**config.mk**
```make
export PLATFORM = sky130hd
export DESIGN_NAME = sync_ptr_mc_flat
export DESIGN_NICKNAME = d
export VERILOG_FILES = /design/src/rtl/sync_ptr_mc_pkg.sv /design/src/rtl/sync_ptr_mc_if.sv /design/src/rtl/sync_ptr_mc_chan.sv /design/src/rtl/sync_ptr_mc.sv /design/src/flat_wrapper.sv
export SDC_FILE = /design/constraint.sdc
export NUM_CORES = 1
export LEC_CHECK = 0
export ABC_AREA = 1
export CAP_MARGIN = 20
export CORE_ASPECT_RATIO = 1.1
export CORE_MARGIN = 2
export CORE_UTILIZATION = 47
export DETAILED_ROUTE_END_ITERATION = 12
export PLACE_DENSITY = 0.77
export SLEW_MARGIN = 0
export SYNTH_ARGS = -nofsm -noshare
export SYNTH_HDL_FRONTEND = slang
export SYNTH_SLANG_ARGS = --single-unit
export TNS_END_PERCENT = 20
```
**constraint.sdc**
```tcl
create_clock -name dest_clk -period 2.59 [get_ports dest_clk]
set_input_delay 0.518 -clock dest_clk [delete_from_list [all_inputs] [get_ports dest_clk]]
set_output_delay 0.518 -clock dest_clk [all_outputs]
set_load 0.05 [all_outputs]
```
**src/rtl/sync_ptr_mc_pkg.sv**
```systemverilog
// Shared types and Gray-code helpers for the multi-channel pointer synchronizer.
// Pointers up to PTR_MAX_W bits are handled by zero-extending into ptr_max_t.
package sync_ptr_pkg;

    localparam int unsigned MIN_STAGES = 2;
    localparam int unsigned PTR_MAX_W  = 32;

    typedef logic [PTR_MAX_W-1:0] ptr_max_t;

    // The XOR prefix runs from the MSB down; zero upper bits leave the low bits exact.
    function automatic ptr_max_t gray2bin(input ptr_max_t g);
        ptr_max_t b;
        b[PTR_MAX_W-1] = g[PTR_MAX_W-1];
        for (int unsigned i = PTR_MAX_W - 1; i > 0; i--) begin
            b[i-1] = b[i] ^ g[i-1];
        end
        return b;
    endfunction

    function automatic ptr_max_t bin2gray(input ptr_max_t b);
        return b ^ (b >> 1);
    endfunction

endpackage

```
**src/rtl/sync_ptr_mc_if.sv**
```systemverilog
// Pointer bundle between source-side FIFO logic and the dest_clk synchronizer.
interface sync_ptr_mc_if #(
    parameter int unsigned ASIZE = 4,
    parameter int unsigned NCH   = 1
);
    logic [NCH-1:0][ASIZE:0] src_ptr_gray;
    logic [NCH-1:0][ASIZE:0] dest_ptr_gray;
    logic [NCH-1:0][ASIZE:0] dest_ptr_bin;
    logic [NCH-1:0][ASIZE:0] dest_delta;
    logic [NCH-1:0]          dest_chg;
    logic [NCH-1:0]          dest_err;
    logic                    dest_vld;
    logic                    err_clr;

    modport master (
        output src_ptr_gray, err_clr,
        input  dest_ptr_gray, dest_ptr_bin, dest_delta, dest_chg, dest_vld, dest_err
    );

    modport slave (
        input  src_ptr_gray, err_clr,
        output dest_ptr_gray, dest_ptr_bin, dest_delta, dest_chg, dest_vld, dest_err
    );
endinterface

```
**src/rtl/sync_ptr_mc_chan.sv**
```systemverilog
// One pointer channel: sync chain, registered Gray->binary, delta/change pulse.
// Step checker present only when SYNC_PTR_STEP_CHECK_EN is defined.
module sync_ptr_chan
    import sync_ptr_pkg::*;
#(
    parameter int unsigned ASIZE    = 4,
    parameter int unsigned STAGES   = 2,
    parameter int unsigned MAX_STEP = 1
) (
    input  logic           clk_i,
    input  logic           rst_i,
    input  logic           vld_i,
    input  logic [ASIZE:0] src_gray_i,
    input  logic           err_clr_i,
    output logic [ASIZE:0] gray_o,
    output logic [ASIZE:0] bin_o,
    output logic [ASIZE:0] delta_o,
    output logic           chg_o,
    output logic           err_o
);
    localparam int unsigned W = ASIZE + 1;
    typedef logic [W-1:0] ptr_t;

    (* ASYNC_REG = "TRUE" *) ptr_t [STAGES-1:0] sync_q;

    ptr_t bin_q, bin_d;
    ptr_t delta_q, delta_d;
    ptr_t delta_n;
    logic chg_q, chg_d;

    // Delta is computed against the previous registered binary pointer, modulo 2**W.
    always_comb begin
        bin_d   = ptr_t'(gray2bin(ptr_max_t'(sync_q[STAGES-1])));
        delta_n = bin_d - bin_q;
        delta_d = vld_i ? delta_n : '0;
        chg_d   = vld_i && (delta_n != '0);
    end

    always_ff @(posedge clk_i) begin
        if (rst_i) begin
            sync_q  <= '0;
            bin_q   <= '0;
            delta_q <= '0;
            chg_q   <= 1'b0;
        end else begin
            sync_q  <= {sync_q[STAGES-2:0], src_gray_i};
            bin_q   <= bin_d;
            delta_q <= delta_d;
            chg_q   <= chg_d;
        end
    end

    assign gray_o  = sync_q[STAGES-1];
    assign bin_o   = bin_q;
    assign delta_o = delta_q;
    assign chg_o   = chg_q;

`ifdef SYNC_PTR_STEP_CHECK_EN
    localparam ptr_t MAX_STEP_P = ptr_t'(MAX_STEP);
    logic err_q, err_d;

    // Setting has priority over a same-cycle clear so no violation is lost.
    always_comb begin
        err_d = err_q;
        if (err_clr_i) err_d = 1'b0;
        if (vld_i && (delta_n > MAX_STEP_P)) err_d = 1'b1;
    end

    always_ff @(posedge clk_i) begin
        if (rst_i) err_q <= 1'b0;
        else       err_q <= err_d;
    end

    assign err_o = err_q;
`else
    logic unused_chk;
    assign unused_chk = ^{err_clr_i, 32'(MAX_STEP)};
    assign err_o      = 1'b0;
`endif

endmodule

```
**src/rtl/sync_ptr_mc.sv**
```systemverilog
// Multi-channel Gray pointer synchronizer into dest_clk; shared prime counter drives dest_vld.
// Optional per-channel step checker: SYNC_PTR_STEP_CHECK_EN.
module sync_ptr_mc
    import sync_ptr_pkg::*;
#(
    parameter int unsigned ASIZE    = 4,
    parameter int unsigned NCH      = 1,
    parameter int unsigned STAGES   = 2,
    parameter int unsigned MAX_STEP = 1
) (
    input logic          dest_clk,
    input logic          dest_rst,
    sync_ptr_mc_if.slave bus
);
    localparam int unsigned NSTG      = (STAGES < MIN_STAGES) ? MIN_STAGES : STAGES;
    localparam int unsigned PRIME_MAX = NSTG + 1;
    localparam int unsigned CW        = $clog2(PRIME_MAX + 1);
    typedef logic [CW-1:0] cnt_t;
    localparam cnt_t PRIME_DONE = cnt_t'(PRIME_MAX);

    cnt_t prime_q, prime_d;
    logic vld;

    // Saturates once dest_ptr_bin holds a genuine post-reset sample.
    always_comb begin
        prime_d = prime_q;
        if (prime_q != PRIME_DONE) prime_d = prime_q + cnt_t'(1);
    end

    always_ff @(posedge dest_clk) begin
        if (dest_rst) prime_q <= '0;
        else          prime_q <= prime_d;
    end

    assign vld          = (prime_q == PRIME_DONE);
    assign bus.dest_vld = vld;

    for (genvar c = 0; c < NCH; c++) begin : g_chan
        sync_ptr_chan #(
            .ASIZE    (ASIZE),
            .STAGES   (NSTG),
            .MAX_STEP (MAX_STEP)
        ) u_chan (
            .clk_i      (dest_clk),
            .rst_i      (dest_rst),
            .vld_i      (vld),
            .src_gray_i (bus.src_ptr_gray[c]),
            .err_clr_i  (bus.err_clr),
            .gray_o     (bus.dest_ptr_gray[c]),
            .bin_o      (bus.dest_ptr_bin[c]),
            .delta_o    (bus.dest_delta[c]),
            .chg_o      (bus.dest_chg[c]),
            .err_o      (bus.dest_err[c])
        );
    end

endmodule

```
**src/flat_wrapper.sv**
```systemverilog
// flat-port wrapper written by rule: the top's interface ports become plain ports
module sync_ptr_mc_flat import sync_ptr_pkg::*;
#(
    parameter int unsigned ASIZE    = 4,
    parameter int unsigned NCH      = 1,
    parameter int unsigned STAGES   = 2,
    parameter int unsigned MAX_STEP = 1
)
  (dest_clk, dest_rst, bus_src_ptr_gray, bus_err_clr, bus_dest_ptr_gray, bus_dest_ptr_bin, bus_dest_delta, bus_dest_chg, bus_dest_vld, bus_dest_err);
  sync_ptr_mc_if #(.ASIZE(ASIZE), .NCH(NCH)) bus_i ();
  input logic dest_clk;
  input logic dest_rst;
  input wire logic [$bits(bus_i.src_ptr_gray)-1:0] bus_src_ptr_gray;
  input wire logic [$bits(bus_i.err_clr)-1:0] bus_err_clr;
  output wire logic [$bits(bus_i.dest_ptr_gray)-1:0] bus_dest_ptr_gray;
  output wire logic [$bits(bus_i.dest_ptr_bin)-1:0] bus_dest_ptr_bin;
  output wire logic [$bits(bus_i.dest_delta)-1:0] bus_dest_delta;
  output wire logic [$bits(bus_i.dest_chg)-1:0] bus_dest_chg;
  output wire logic [$bits(bus_i.dest_vld)-1:0] bus_dest_vld;
  output wire logic [$bits(bus_i.dest_err)-1:0] bus_dest_err;
  assign bus_i.src_ptr_gray = bus_src_ptr_gray;
  assign bus_i.err_clr = bus_err_clr;
  assign bus_dest_ptr_gray = bus_i.dest_ptr_gray;
  assign bus_dest_ptr_bin = bus_i.dest_ptr_bin;
  assign bus_dest_delta = bus_i.dest_delta;
  assign bus_dest_chg = bus_i.dest_chg;
  assign bus_dest_vld = bus_i.dest_vld;
  assign bus_dest_err = bus_i.dest_err;
  sync_ptr_mc #(.ASIZE(ASIZE), .NCH(NCH), .STAGES(STAGES), .MAX_STEP(MAX_STEP)) u_core (.dest_clk(dest_clk), .dest_rst(dest_rst), .bus(bus_i));
endmodule
```
==> key figures, run 1 <==
Status
  • Status: complete, no violations

Worst hold path
  • Hold WC Path Type: register to register

Global routing
  • Busiest layer in global routing: met2
  • GRT Total Usage: 13.94%
  • First-pass GRT wire length: 2428 um
  • Initial antenna violation count: 0
  • M2 GR Usage: 23.03%
  • Largest net degree at the start of global routing: 19
  • Met1 usage: 14.96%
  • GRT met3 Usage: 4.138%
  • Remaining global-route overflow: 0
  • Vias in the first global route: 659

Power
  • PwrDens: 604.6 mW/mm^2
  • LEAKAGE: 0.5571 nW
  • Peak VDD IR: 0.0004476 V

Worst setup path
  • Setup crit end kind: output port
  • Critical path, cell by cell: ha_1 > clkdlybuf4s50_1
  • CP max stage cell: clkdlybuf4s50_1
  • Max stage delay on crit path: 830 ps
  • Crit Path Class: register to output port
  • Data required time of the worst path: 2070 ps
  • Worst-path fanout max: 4
  • WP buf/inv: 1
  • Critical path's top delay family: buffers and inverters
  • WP data arrival: 1750 ps
  • Worst setup SP type: register

Floorplanning
  • Boundary Pins: 26
  • Core area: 0.002021 mm^2
  • Die H: 52.67 um
  • Die ar.: 0.002541 mm^2
  • Die X: 48.25 um
  • Starting Density: 50.09%
  • FP Rows: 17

Final layout
  • Multi-input gate area: 407.9 um^2
  • ANT cells: 0
  • Share of layout cells above drive strength 1: 10.79%
  • Area Growth Syn to Fin: 23.86%
  • Fillers: 177
  • Post-layout nets: 154
  • Final instance area: 0.001254 mm^2
  • Fin util: 62.04%
  • Sequential cell area: 460.4 um^2

Clock network
  • Root buffer cell: clkbuf_4
  • # resized after CTS: 0
  • Post-CTS Setup Repair Bufs: 0
  • H-Tree Depth: 1
  • Reg clk slew, reported paths: 120 ps
  • CTS tree: done
  • Clock tree sinks: 23
  • Clk_lat worst skew: 310 ps
  • Total CTS buffers: 3
  • CTS Buffer Depth: 2
  • Hold-fix buffers, CTS: 0

Placed design
  • Area after DPL: 0.001227 mm^2
  • Setup slack at placement: 400.1 ps
  • DP Wirelength: 1186 um
  • Gpl congestion: 0.8060
  • Port Buf Inserts: 23

STA
  • Final Hold Vio Count: 0
  • Count of final setup violators: 0
  • Final period utilization: 87.53%
  • Fin. max-slew vios: 0
  • Relative max-transition margin: 66.52%
  • Clock Skew: 0.7144 ps
  • Achievable Freq: 0.4411 GHz
  • PnR worst setup slack: 323.1 ps
  • Post-layout minimum cycle time: 2267 ps
  • Setup TNS: 0 ps
  • RSZ-0062 raised after global routing: false
  • Slew @ Worst Pin: 500.6 ps

Logic synthesis
  • Synth Area in Adders: 8.158%
  • Xor and xnor area share after synthesis: 3.461%
  • Synth cell types: 24
  • Yosys reg bits: 23
  • Mux contribution to synthesized area: 0%
  • Mean post-synth cell area: 8.435 um^2
  • Mapped cell area: 0.001012 mm^2
  • Synthesized instance count: 120
  • Syn. warnings: 0
  • Largest family of logic cells by synthesized area: simple AND/OR/NAND/NOR gates
  • Sequential fraction of the synthesis area: 45.49%
  • Net Count, Synth: 134
  • Complex-gate fraction of the synthesized area: 2.472%
  • Simple-gate share of the synthesized area: 25.83%

Routing
  • Via/cell ratio: 4.401
  • First-pass DRT Iterations: 4
  • DR DRC count: 0
  • WL/cell: 8.737 um
  • Routed Antenna Nets: 0
  • Initial drt markers: 5
  • Overall via count from detail_route: 735
  • Routed wire length: 1459 um

Flow run
  • Max Cap Violations: 0
-- final timing paths --
| path | to | slack, ps | start | cells after the start |
|---|---|---|---|---|
| hold / removal | u_core.g_chan[0].u_chan.gray_o[1] | 410 | u_core.g_chan[0].u_chan.sync_q[1] | 2 |
| hold reg to reg | u_core.g_chan[0].u_chan.gray_o[1] | 410 | u_core.g_chan[0].u_chan.sync_q[1] | 2 |
| setup / recovery | bus_dest_vld | 320 | u_core.prime_q[0] | 2 |
| setup reg to reg | u_core.g_chan[0].u_chan.delta_o[4] | 400 | u_core.g_chan[0].u_chan.gray_o[4] | 13 |
-- sequential cells by signal, indices dropped and copies added, names as in the netlist --
register                      flops
u_core.g_chan.u_chan.gray_o       5
u_core.g_chan.u_chan.sync_q       5
u_core.prime_q                    2
u_core.g_chan.u_chan.delta_o      5
u_core.g_chan.u_chan.chg_o        1
u_core.g_chan.u_chan.bin_o        5
-- power breakdown --
group          leakage [nW]  total (mW)  switching, mW  internal, mW
sequential            0.189       0.389         0.0128         0.376
clock                0.0150       0.166          0.106        0.0603
combinational         0.353       0.203          0.123        0.0795
total                 0.557       0.758          0.242         0.516
-- per-layer routing --
metal / up-vias / part of all wire (%) / routed length, um
li1: 388 / - / -
met1: 321 / 40 / 586
met2: 23 / 51 / 743
met3: 3 / 6.9 / 100
met4: 0 / 2.0 / 29
met5: - / 0 / 0
-- layout by cell type, fill, tap and decap left out, drive strengths merged, types with 2 or more instances in the layout --
cell           instances
ha                     5
nand3b                 2
a21oi                  5
nor2                  21
dfxtp                 23
clkbuf                 4
xor2                   2
inv                   23
nand2                 16
clkdlybuf4s50         23
nand3                  8
xnor2                  2
-- Yosys cell counts --
cell type | number | share of area (%)
dfxtp_1 | 23 | 45
inv_1 | 22 | 8.2
nor2_1 | 20 | 7.4
nand2_1 | 11 | 4.1
buf_4 | 6 | 4.4
a21oi_1 | 5 | 2.5
ha_1 | 5 | 6.2
nand2_2 | 4 | 2.5
nand3_1 | 4 | 2.0
nand3_2 | 2 | 2.0
nand3_4 | 2 | 3.5
nand3b_1 | 2 | 1.5
xnor2_1 | 2 | 1.7
xor2_1 | 2 | 1.7
buf_1 | 1 | 0.37
buf_2 | 1 | 0.49
clkbuf_1 | 1 | 0.37
conb_1 | 1 | 0.37
fa_1 | 1 | 2.0
inv_2 | 1 | 0.37
nand2_4 | 1 | 1.1
nor2_2 | 1 | 0.62
nor2b_1 | 1 | 0.62
or2_1 | 1 | 0.62
-- per-stage QoR --
step	hold slack [ps]	total power, mW	std cells
after floorplan	388.3	0.5535	120
after detailed placement	395.9	0.6019	163
after CTS	416.4	0.7655	167
after global routing	434.7	0.8026	167
after global placement	389.9	0.5932	163
final	414.7	0.7580	167
-- worst register-to-register path, cell delays in order (launching register included) --
cell and delay [ps]:
dfxtp_1 430, inv_2 80, nand2_2 90, nand3_4 90, nand2_4 90, nand2_1 60, nand3_2 60, nand2_2 60
ha_1 200, fa_1 400, nand3b_1 180, nand2_1 80, xor2_1 160, nor2b_1 140
-- cell families (layout without fill, tap and decap cells) --
group | count (synthesis) | after routing
DFF | 23 | 23
xor gates and xnor gates | 4 | 4
and+or+nand+nor | 49 | 49
other | 1 | 1
buffers and inverters | 32 | 51
adders and majority gates | 6 | 6
AOI/OAI and AO/OA | 5 | 5
-- area by class of cell --
| type | instances | area share, % |
|---|---|---|
| timing repair buffer | 24 | 18.96 |
| inverter | 23 | 6.886 |
| multi-input combinational | 65 | 32.53 |
| clock buffer | 4 | 2.096 |
| sequential | 23 | 36.73 |
| tap | 28 | 2.794 |
Note: power is estimated with default switching activity, not from simulation.
==> run 2: changes to the inputs <==
--- a/config.mk
+++ b/config.mk
@@ -6,6 +6,7 @@
 export NUM_CORES = 1
 export LEC_CHECK = 0
 export ABC_AREA = 1
+export ABC_CLOCK_PERIOD_IN_PS = 2590
 export CAP_MARGIN = 20
 export CORE_ASPECT_RATIO = 1.1
 export CORE_MARGIN = 2
==> results of run 2 <==
Final layout, timing and power as in run 1 (identical DEF).
